**src/rtl/dsp48a1_pkg.sv**
```systemverilog
// dsp48a1_pkg: shared widths and OPMODE bit positions for the DSP48A1 slice model.
// OPMODE_PREADD_EN / OPMODE_PREADD_SUB are the slice-level OPMODE bits; the stage
// receives them as a 2-bit field, with OP_EN / OP_SUB giving their local positions.
package dsp48a1_pkg;
  localparam int DSP_WIDTH = 18;
  localparam int DSP_PROD_W = 2 * DSP_WIDTH;
  localparam int OPMODE_PREADD_EN = 4;
  localparam int OPMODE_PREADD_SUB = 6;
  // the local field packs OPMODE[4] and OPMODE[6] into bits 0 and 1
  localparam int OP_EN = (OPMODE_PREADD_EN - 4) / 2;
  localparam int OP_SUB = (OPMODE_PREADD_SUB - 4) / 2;
endpackage

```
**src/rtl/dsp_preadd_mult_stage_if.sv**
```systemverilog
// dsp_preadd_mult_stage_if: operand/control bundle into the pre-adder/multiplier stage and its results out.
// master drives ceb1, cem, in_valid, opmode, d0, b0, a1; slave drives bcout, m, m_valid.
interface dsp_preadd_mult_stage_if
  import dsp48a1_pkg::*;
#(
  parameter int WIDTH = DSP_WIDTH
);
  logic ceb1;
  logic cem;
  logic in_valid;
  logic [1:0] opmode;
  logic signed [WIDTH-1:0] d0;
  logic signed [WIDTH-1:0] b0;
  logic signed [WIDTH-1:0] a1;
  logic signed [WIDTH-1:0] bcout;
  logic signed [2*WIDTH-1:0] m;
  logic m_valid;
  modport master (output ceb1, cem, in_valid, opmode, d0, b0, a1, input bcout, m, m_valid);
  modport slave (input ceb1, cem, in_valid, opmode, d0, b0, a1, output bcout, m, m_valid);
endinterface

```
**src/rtl/dsp_pipe_reg.sv**
```systemverilog
// dsp_pipe_reg: optional enabled pipeline register with async active-low clear.
// Ports: clk, rst (active low, async), ce (load enable), d (input), q (REG=1: registered d, REG=0: d).
module dsp_pipe_reg #(
  parameter bit REG = 1'b1,
  parameter int W = 1
) (
  input  logic         clk,
  input  logic         rst,
  input  logic         ce,
  input  logic [W-1:0] d,
  output logic [W-1:0] q
);
  if (REG) begin : g_reg
    logic [W-1:0] r;
    always_ff @(posedge clk or negedge rst)
      if (!rst) r <= '0;
      else if (ce) r <= d;
    assign q = r;
  end else begin : g_comb
    logic unused_ctl;
    assign unused_ctl = ^{clk, rst, ce};
    assign q = d;
  end
endmodule

```
**src/rtl/dsp_preadd_mult_stage.sv**
```systemverilog
// dsp_preadd_mult_stage: D +/- B pre-adder, optional B1 register, 18x18 signed multiply, optional M register.
// Ports: clk, rst (async active low), bus (slave: ceb1, cem, in_valid, opmode, d0, b0, a1 in; bcout, m, m_valid out).
module dsp_preadd_mult_stage
  import dsp48a1_pkg::*;
#(
  parameter int WIDTH = DSP_WIDTH,
  parameter bit B1REG = 1'b1,
  parameter bit MREG = 1'b1
) (
  input logic clk,
  input logic rst,
  dsp_preadd_mult_stage_if.slave bus
);
  logic signed [WIDTH-1:0] pre;
  logic signed [WIDTH-1:0] b1;
  logic [WIDTH:0] b1_q;
  logic signed [2*WIDTH-1:0] prod;
  logic [2*WIDTH:0] m_q;
  // the sum wraps to WIDTH bits; the subtract bit only matters when the pre-adder is enabled
  always_comb pre = !bus.opmode[OP_EN] ? bus.b0 : bus.opmode[OP_SUB] ? bus.d0 - bus.b0 : bus.d0 + bus.b0;
  dsp_pipe_reg #(.REG(B1REG), .W(WIDTH + 1)) u_b1 (
    .clk(clk),
    .rst(rst),
    .ce(bus.ceb1),
    .d({bus.in_valid, pre}),
    .q(b1_q)
  );
  assign b1 = b1_q[WIDTH-1:0];
  // a1 is already time-aligned with b1 upstream, so it is used undelayed
  always_comb prod = (2*WIDTH)'(b1) * (2*WIDTH)'(bus.a1);
  dsp_pipe_reg #(.REG(MREG), .W(2*WIDTH + 1)) u_m (
    .clk(clk),
    .rst(rst),
    .ce(bus.cem),
    .d({b1_q[WIDTH], prod}),
    .q(m_q)
  );
  assign bus.bcout = b1;
  assign bus.m = m_q[2*WIDTH-1:0];
  assign bus.m_valid = m_q[2*WIDTH];
endmodule

```
**src/flat_wrapper.sv**
```systemverilog
// flat-port wrapper written by rule: the top's interface ports become plain ports
module dsp_preadd_mult_stage_flat import dsp48a1_pkg::*;
#(
  parameter int WIDTH = DSP_WIDTH,
  parameter bit B1REG = 1'b1,
  parameter bit MREG = 1'b1
)
  (clk, rst, bus_ceb1, bus_cem, bus_in_valid, bus_opmode, bus_d0, bus_b0, bus_a1, bus_bcout, bus_m, bus_m_valid);
  dsp_preadd_mult_stage_if #(.WIDTH(WIDTH)) bus_i ();
  input logic clk;
  input logic rst;
  input wire logic [$bits(bus_i.ceb1)-1:0] bus_ceb1;
  input wire logic [$bits(bus_i.cem)-1:0] bus_cem;
  input wire logic [$bits(bus_i.in_valid)-1:0] bus_in_valid;
  input wire logic [$bits(bus_i.opmode)-1:0] bus_opmode;
  input wire logic [$bits(bus_i.d0)-1:0] bus_d0;
  input wire logic [$bits(bus_i.b0)-1:0] bus_b0;
  input wire logic [$bits(bus_i.a1)-1:0] bus_a1;
  output wire logic [$bits(bus_i.bcout)-1:0] bus_bcout;
  output wire logic [$bits(bus_i.m)-1:0] bus_m;
  output wire logic [$bits(bus_i.m_valid)-1:0] bus_m_valid;
  assign bus_i.ceb1 = bus_ceb1;
  assign bus_i.cem = bus_cem;
  assign bus_i.in_valid = bus_in_valid;
  assign bus_i.opmode = bus_opmode;
  assign bus_i.d0 = bus_d0;
  assign bus_i.b0 = bus_b0;
  assign bus_i.a1 = bus_a1;
  assign bus_bcout = bus_i.bcout;
  assign bus_m = bus_i.m;
  assign bus_m_valid = bus_i.m_valid;
  dsp_preadd_mult_stage #(.WIDTH(WIDTH), .B1REG(B1REG), .MREG(MREG)) u_core (.clk(clk), .rst(rst), .bus(bus_i));
endmodule
```
**config.mk**
```make
export PLATFORM = sky130hd
export DESIGN_NAME = dsp_preadd_mult_stage_flat
export DESIGN_NICKNAME = d
export VERILOG_FILES = /design/src/rtl/dsp48a1_pkg.sv /design/src/rtl/dsp_preadd_mult_stage_if.sv /design/src/rtl/dsp_pipe_reg.sv /design/src/rtl/dsp_preadd_mult_stage.sv /design/src/flat_wrapper.sv
export SDC_FILE = /design/constraint.sdc
export NUM_CORES = 1
export LEC_CHECK = 0
export BUFFER_PORTS_ARGS = -buffer_cell sky130_fd_sc_hd__buf_2
export CORE_UTILIZATION = 25
export CTS_CLUSTER_DIAMETER = 60
export DETAILED_ROUTE_END_ITERATION = 8
export GPL_ROUTABILITY_DRIVEN = 0
export PLACE_DENSITY = 0.47
export SYNTH_ARGS = -nofsm -noshare
export SYNTH_HDL_FRONTEND = slang
export SYNTH_SLANG_ARGS = --single-unit
```
**constraint.sdc**
```tcl
create_clock -name clk -period 8.01 [get_ports clk]
set_clock_uncertainty 0.2 [all_clocks]
set_input_delay 0.801 -clock clk [delete_from_list [all_inputs] [get_ports clk]]
set_output_delay 0.801 -clock clk [all_outputs]
set_load 0.01 [all_outputs]
```
Word level (Yosys, flattened, before mapping)
Index checks and enable logic that the tools add are counted.
{"block": "op_classes", "addsub": 2, "mul": 1, "n_mux": 2}
{"op": "18-bit by 18-bit multiplier with 36-bit output", "n": 1}
{"op": "18-bit two-way mux", "n": 2}
{"op": "18-bit adder", "n": 1}
{"op": "18-bit subtractor", "n": 1}
{"block": "word_totals", "reg_bits": 56, "inputBits": 61, "word_cells": 7}

Longest topological paths before layout
Gate-level depths: netlist of the first run.
{"block": "depth", "depth_word": 3, "mapped_depth": 26}

Hierarchy
A second synthesis of the first run with hierarchy kept.
{"block": "unflattened", "cells_unflattened": 1702, "area_unflattened_um2": 15952.8}
{"module": "dsp_preadd_mult_stage", "area_per_inst_um2": 13668.1, "cells_per_inst": 1584, "n_inst": 1}
{"module": "dsp_pipe_reg at u_core.u_m", "area_per_inst_um2": 1526.5, "cells_per_inst": 78, "n_inst": 1}
{"module": "dsp_pipe_reg at u_core.u_b1", "area_per_inst_um2": 758.2, "cells_per_inst": 40, "n_inst": 1}

Worst setup path before layout of the first run
No wires, ideal clock.
{"block": "synth_path", "path_kind": "input -> register", "start": "input port bus_a1[9]", "end": "register u_core.u_m.g_reg.r[32] (netlist: u_core.u_m.q[32])", "stages": 24, "path_buffers": 2, "t_arrival_ns": 6.672, "path_slack_ns": 1.043, "required_ns": 7.714, "cell_sequence": "clkbuf_1 clkbuf_1 nand2_1 fa_1 inv_1 fa_1 inv_1 fa_1 inv_1 fa_1 fa_1 inv_1 fa_1 inv_1 ha_1 and2_1 o211a_1 o211ai_1 a21o_1 a211oi_1 o41ai_1 a21boi_1 o21a_1 o31ai_1"}
{"block": "synth_between", "elab_chain_len": 1}
{"item": "from (decl)", "line_no": "flat_wrapper.sv:18", "text": "input wire logic [$bits(bus_i.a1)-1:0] bus_a1;"}
{"item": "18-bit by 18-bit multiplier with 36-bit output", "line_no": "dsp_preadd_mult_stage.sv:30", "text": "always_comb prod = (2*WIDTH)'(b1) * (2*WIDTH)'(bus.a1);"}
{"item": "to (signal assigned)", "line_no": "dsp_pipe_reg.sv:16", "text": "if (!rst) r <= '0;"}
{"item": "to (signal assigned)", "line_no": "dsp_pipe_reg.sv:17", "text": "else if (ce) r <= d;"}
{"item": "to (decl)", "line_no": "dsp_pipe_reg.sv:14", "text": "logic [W-1:0] r;"}
No other way between the ends.
A chain may end at the register's enable or synchronous reset.

Worst setup path in the final report of the first run
{"block": "layout_path", "start": "register u_core.u_b1.g_reg.r[14] (netlist: u_core.u_b1.q[14])", "end": "register u_core.u_m.g_reg.r[32] (netlist: u_core.u_m.q[32])"}
{"block": "layout_between", "elab_chain_len": 1}
{"item": "from (decl)", "line_no": "dsp_pipe_reg.sv:14"}
{"item": "from (signal assigned)", "line_no": "dsp_pipe_reg.sv:16"}
{"item": "from (signal assigned)", "line_no": "dsp_pipe_reg.sv:17"}
{"item": "18-bit by 18-bit multiplier with 36-bit output", "line_no": "dsp_preadd_mult_stage.sv:30"}
No other way between the ends.

==> results of run 1 <==
==> state kept, by name, summed over array words and instances, names as in the netlist <==
register	flops
u_core.u_m.q	37
u_core.u_b1.q	19
==> cell usage in the layout, fill, tap and decap left out, types with 11 or more instances in the layout <==
master    instances
dfrtp_1          56
xnor2_1          48
nand3_1          12
o21ai_1          13
mux2_2           27
buf_4            14
buf_2           115
nand2_1         166
and2_1          169
nor2_1           69
a21oi_1          60
o21ai_0          14
mux2i_1          11
fa_1            330
inv_1           400
nor3_1           15
xor2_1           12
a21o_1           16
a211oi_1         11
ha_1            111
==> cell families after synthesis <==
group | Yosys count | synth area share, %
compound gates | 160 | 6.52
xor+xnor | 60 | 3.36
fa+ha+maj | 441 | 51.2
buf+inv | 490 | 12.2
flops | 56 | 8.97
mux | 38 | 2.65
simple gates | 472 | 15.1
==> final timing paths <==
| path | from | endpoint |
|---|---|---|
| min in group asynchronous | rst | u_core.u_m.q[35] |
| max in group asynchronous | rst | u_core.u_b1.q[7] |
| worst min-delay path | u_core.u_m.q[9] | u_core.u_m.q[9] |
| worst max-delay path | u_core.u_b1.q[14] | u_core.u_m.q[32] |
| worst min register to register | u_core.u_m.q[9] | u_core.u_m.q[9] |
| worst max register to register | u_core.u_b1.q[14] | u_core.u_m.q[32] |
==> worst max-delay path: stages, from the launching register on <==
cell,delay (ps)
dfrtp_1,970
nand2_1,180
fa_1,540
fa_1,510
fa_1,520
inv_1,60
fa_1,490
fa_1,490
inv_1,50
fa_1,510
inv_1,50
ha_1,350
a21o_1,230
or2_1,240
nor3_1,210
a21o_1,260
a211oi_1,150
o41ai_1,340
buf_4,190
a21boi_1,80
o21a_1,170
o31ai_1,190
==> through the flow <==
stage,instances,setup WS (ps),hold slack (ps)
finish,2603,935,279
global route,2602,418,322
CTS,2602,905,286
detailed placement,2595,579,264
global placement,2595,790,263
floorplan,1717,1040,275
==> metal layers <==
metal	GRT usage (%)	share of wire, %
met2	25.9	52
met5	0	0
met3	2.20	3.5
met1	17.5	43
met4	3.27	1.9
==> area by class of cell <==
cell class / instances / area (um^2)
antenna: 1 / 2.50
clock buffer: 7 / 153
fill: 6714 / 44600
inverter: 402 / 1510
multi-input combinational: 1171 / 12300
sequential: 56 / 1400
tap: 837 / 1050
timing repair buffer: 129 / 681
==> run_results.csv, run 1 <==
group,metric,value,unit
route,ant_nets,0,
synth,synth_edf_count,0,
cts,clkLatencyLatePin,350,ps
sta,max-slew-margin-rel,35.4,%
place,dpl.hpwl,34.0,mm
synth,async_flop_share,100,%
cts,path_clk_slew,80,ps
cts,cts.sinks,56,
grt,antenna_found_initial,0,
critical_path,criticalPathCategory,"flip-flop to flip-flop",
synth,synth_seq_cells,56,
synth,post-synth-top-count-cell,"inv_1",
synth,yosysTopAreaCellShare,42.3,%
sta,worst_pin_slew,969,ps
critical_path,ff2ff_path_depth,21,
route,drc,0,
synth,yosysUniqueCellTypes,62,
flow_run,maxCapViolCount,0,
synth,synthTopCellsByCount,"inv_1, fa_1, and2_1",
cts,numCtsBuffers,5,
synth,synth_area_leaders,"fa_1, inv_1, dfrtp_1",
route,vias_per_cell,4.33,
synth,yosysWarnings,0,
critical_path,end_kind,"flip-flop",
place,postPlaceCellArea,17000,um^2
synth,synth_cells,1717,
critical_path,r2r_slack,940,ps
route,wirelength,41.7,mm
worst_hold_path,hold_path_class,"flip-flop to flip-flop",
synth,ys.flop_type,"dfrtp_1",
critical_path,arrival,7120,ps
grt,grt_overflow,0,
synth,syn-num-nets,2219,
critical_path,cp.required,8050,ps
cts,cts_tree,"yes",
sta,setup_viol,0,
floorplan,die_w,252,um
sta,rsz0062_at_grt,"false",
floorplan,ios,116,
cts,cts-htree-levels,2,
worst_hold_path,hold_depth,1,
floorplan,initial_core_util,25.3,%
final_layout,fin_area,17100,um^2
final_layout,area_delta_synth_final,9.50,%
synth,yosysSeqAreaShare,8.97,%
grt,grt_pass1_wl,69.5,mm
final_layout,final_nets,2267,
critical_path,critPathMaxFanout,20,
grt,grt_start_max_net_pins,57,
floorplan,rows,91,
sta,fin_crit_sh,88.3,%
floorplan,die-area,63500,um^2
cts,clockRootBuffer,"clkbuf_16",
synth,avgSynthCellArea,9.10,um^2
synth,yosys.area.top_type,"fa_1",
route,dr.first_iter.drc_count,449,
sta,fmax,141,MHz
sta,fin_tns_setup,0,ps
cts,cts_setup_buffers,0,
synth,synth.cell_area,15600,um^2
sta,hold_viol_final,0,
sta,slew_viol_final,0,
final_layout,fin_util,27.7,%
grt,grt_pass1_vias,12700,
outcome,status,"complete, no violations",
route,vias,11300,
sta,layout_min_cycle_time,7070,ps
cts,cts_resized,0,
final_layout,drive_above_1_share,9.63,%
cts,clockBufferDepth,2,
floorplan,dieHeight,252,um
floorplan,core_area,61700,um^2
route,routedWlPerCell,16.0,um
cts,cts_hold_buf,0,
critical_path,critPathLaunchType,"flip-flop",
place,io_buffer_count,115,
route,drtPass1Iterations,4,
grt,grt_usage,14.2,%
Power of run 1 is left out: the tool's default activity adds up to more than one toggle a clock period on the data nets, which glitch-free logic cannot reach.
==> run 2: changes to the inputs <==
--- a/config.mk
+++ b/config.mk
@@ -10,7 +10,7 @@
 export CTS_CLUSTER_DIAMETER = 60
 export DETAILED_ROUTE_END_ITERATION = 8
 export GPL_ROUTABILITY_DRIVEN = 0
-export PLACE_DENSITY = 0.47
+export PLACE_DENSITY = 0.44
 export SYNTH_ARGS = -nofsm -noshare
 export SYNTH_HDL_FRONTEND = slang
 export SYNTH_SLANG_ARGS = --single-unit
==> run 2 against run 1 <==
Net effect: register-to-register slack worse by 150 ps; setup slack lost 150 ps; non-clock buffer count rose by 2; count of clock-buffer cells in the layout shrank 2; flip-flop and latch count did not move; cell count is 0.19% higher; worst hold slack better by 4.4 ps; maximum frequency fell by 2.1%; core utilization about the same; sequential share of layout area barely moved; cell area rose by 0.11%; critical endpoint unchanged.
==> run_results.csv, run 2 (synthesis results as in run 1) <==
group,metric,value,unit
outcome,status,"complete, no violations",
critical_path,critPathMaxFanout,21,
critical_path,regToRegStartpoint,"u_core.u_b1.q[11]",
cts,path_clk_slew,90,ps
flow_run,maxCapViolCount,0,
sta,fin_crit_sh,90.3,%
grt,antenna_found_initial,1,
floorplan,die-area,63500,um^2
critical_path,ff2ff_path_depth,21,
critical_path,reg2reg_to,"u_core.u_m.q[32]",
critical_path,criticalPathCategory,"flip-flop to flip-flop",
critical_path,end_kind,"flip-flop",
sta,worst_pin_slew,972,ps
place,io_buffer_count,115,
critical_path,startpoint,"u_core.u_b1.q[11]",
cts,clkLatencyLatePin,340,ps
route,dr.first_iter.drc_count,428,
cts,cts_hold_buf,0,
cts,clockRootBuffer,"clkbuf_16",
final_layout,drive_above_1_share,9.79,%
cts,clockBufferDepth,2,
critical_path,arrival,7270,ps
cts,cts-htree-levels,2,
sta,slew_viol_final,0,
critical_path,critPathLaunchType,"flip-flop",
grt,grt_overflow,0,
route,wirelength,43.2,mm
critical_path,r2r_slack,780,ps
grt,grt_pass1_vias,12800,
floorplan,dieHeight,252,um
cts,cts_resized,0,
final_layout,final_cell_mix,"inv_1, fa_1, and2_1, nand2_1, buf_2",
grt,grt_pass1_wl,71.5,mm
cts,cts.sinks,56,
route,ant_nets,0,
route,drtPass1Iterations,7,
critical_path,cp.required,8050,ps
sta,rsz0062_at_grt,"false",
sta,layout_min_cycle_time,7230,ps
route,routedWlPerCell,16.6,um
grt,grt_start_max_net_pins,57,
place,dpl.hpwl,35.3,mm
sta,fmax,138,MHz
floorplan,core_area,61700,um^2
cts,numCtsBuffers,5,
grt,grt_usage,14.7,%
sta,max-slew-margin-rel,35.2,%
floorplan,initial_core_util,25.3,%
cts,cts_setup_buffers,0,
floorplan,die_w,252,um
final_layout,final_common_cell,"inv_1",
worst_hold_path,hold_path_class,"flip-flop to flip-flop",
route,vias_per_cell,4.32,
final_layout,final_nets,2269,
sta,hold_viol_final,0,
route,vias,11300,
final_layout,largest_register_ffs,37,
sta,fin_tns_setup,0,ps
route,drc,0,
floorplan,rows,91,
floorplan,ios,116,
sta,setup_viol,0,
critical_path,crit_end,"u_core.u_m.q[32]",
final_layout,area_delta_synth_final,9.62,%
cts,cts_tree,"yes",
[run 2: cell count changes in the layout (fill, tap and decap cells not counted), sizes merged]
cell	previous run	this run
diode	1	3
clkbuf	7	5
clkinv	2	3
clkinvlp	0	2
buf	129	131
[run 2: final cells by class]
| class | count | area (um^2) |
|---|---|---|
| Fill cell | 6770 | 44600 |
| Multi-Input combinational cell | 1171 | 12300 |
| Inverter | 402 | 1510 |
| Sequential cell | 56 | 1400 |
| Tap cell | 837 | 1050 |
| Timing Repair Buffer | 131 | 698 |
| Clock buffer | 5 | 125 |
| Clock inverter | 3 | 23.8 |
| Antenna cell | 3 | 7.51 |
[run 2: layer usage]
metal / GRT usage (%) / vias up / part of all wire (%)
met1: 18.3 / 5841 / 44
met5: 0 / - / 0
met2: 26.9 / 162 / 52
li1: - / 5234 / -
met3: 1.53 / 34 / 2.7
met4: 3.45 / 0 / 1.7
[run 2: worst max-delay path, stage by stage, from the launching register on]
cell	delay, ps
dfrtp_1	990
nand2_1	180
fa_1	560
fa_1	560
fa_1	520
inv_1	60
fa_1	500
fa_1	490
inv_1	50
fa_1	470
inv_1	40
ha_1	370
a21o_1	220
o2bb2ai_1	180
nor3_1	80
a21o_1	220
a211oi_1	590
o41ai_1	160
buf_4	180
a21boi_1	200
nor3_1	70
o31ai_1	230
[run 2: metrics by stage]
step           worst slack (ps)  instance area, um^2  std cells  utilization (%)  hold slack, ps
2_1_floorplan              1040                15600       1717                -             275
3_3_place_gp                652                17000       2597             27.5             266
3_5_place_dp                640                17000       2597             27.5             268
4_1_cts                     873                17100       2605             27.7             292
5_1_grt                     451                17100       2606             27.8             306
6_report                    781                17100       2608             27.8             283
[run 2: how the worst min path moves through the flow]
stage	from	to	slack, ps	cells past startpoint
final	u_core.u_m.q[9]	u_core.u_m.q[9]	280	1
after global routing	u_core.u_m.q[9]	u_core.u_m.q[9]	310	1
after global placement	u_core.u_m.q[9]	u_core.u_m.q[9]	270	1
after floorplan	u_core.u_b1.q[18]	u_core.u_b1.q[18]	270	1
after CTS	u_core.u_m.q[9]	u_core.u_m.q[9]	290	1
after detailed placement	u_core.u_m.q[9]	u_core.u_m.q[9]	270	1
Power of run 2 is left out for the same reason.
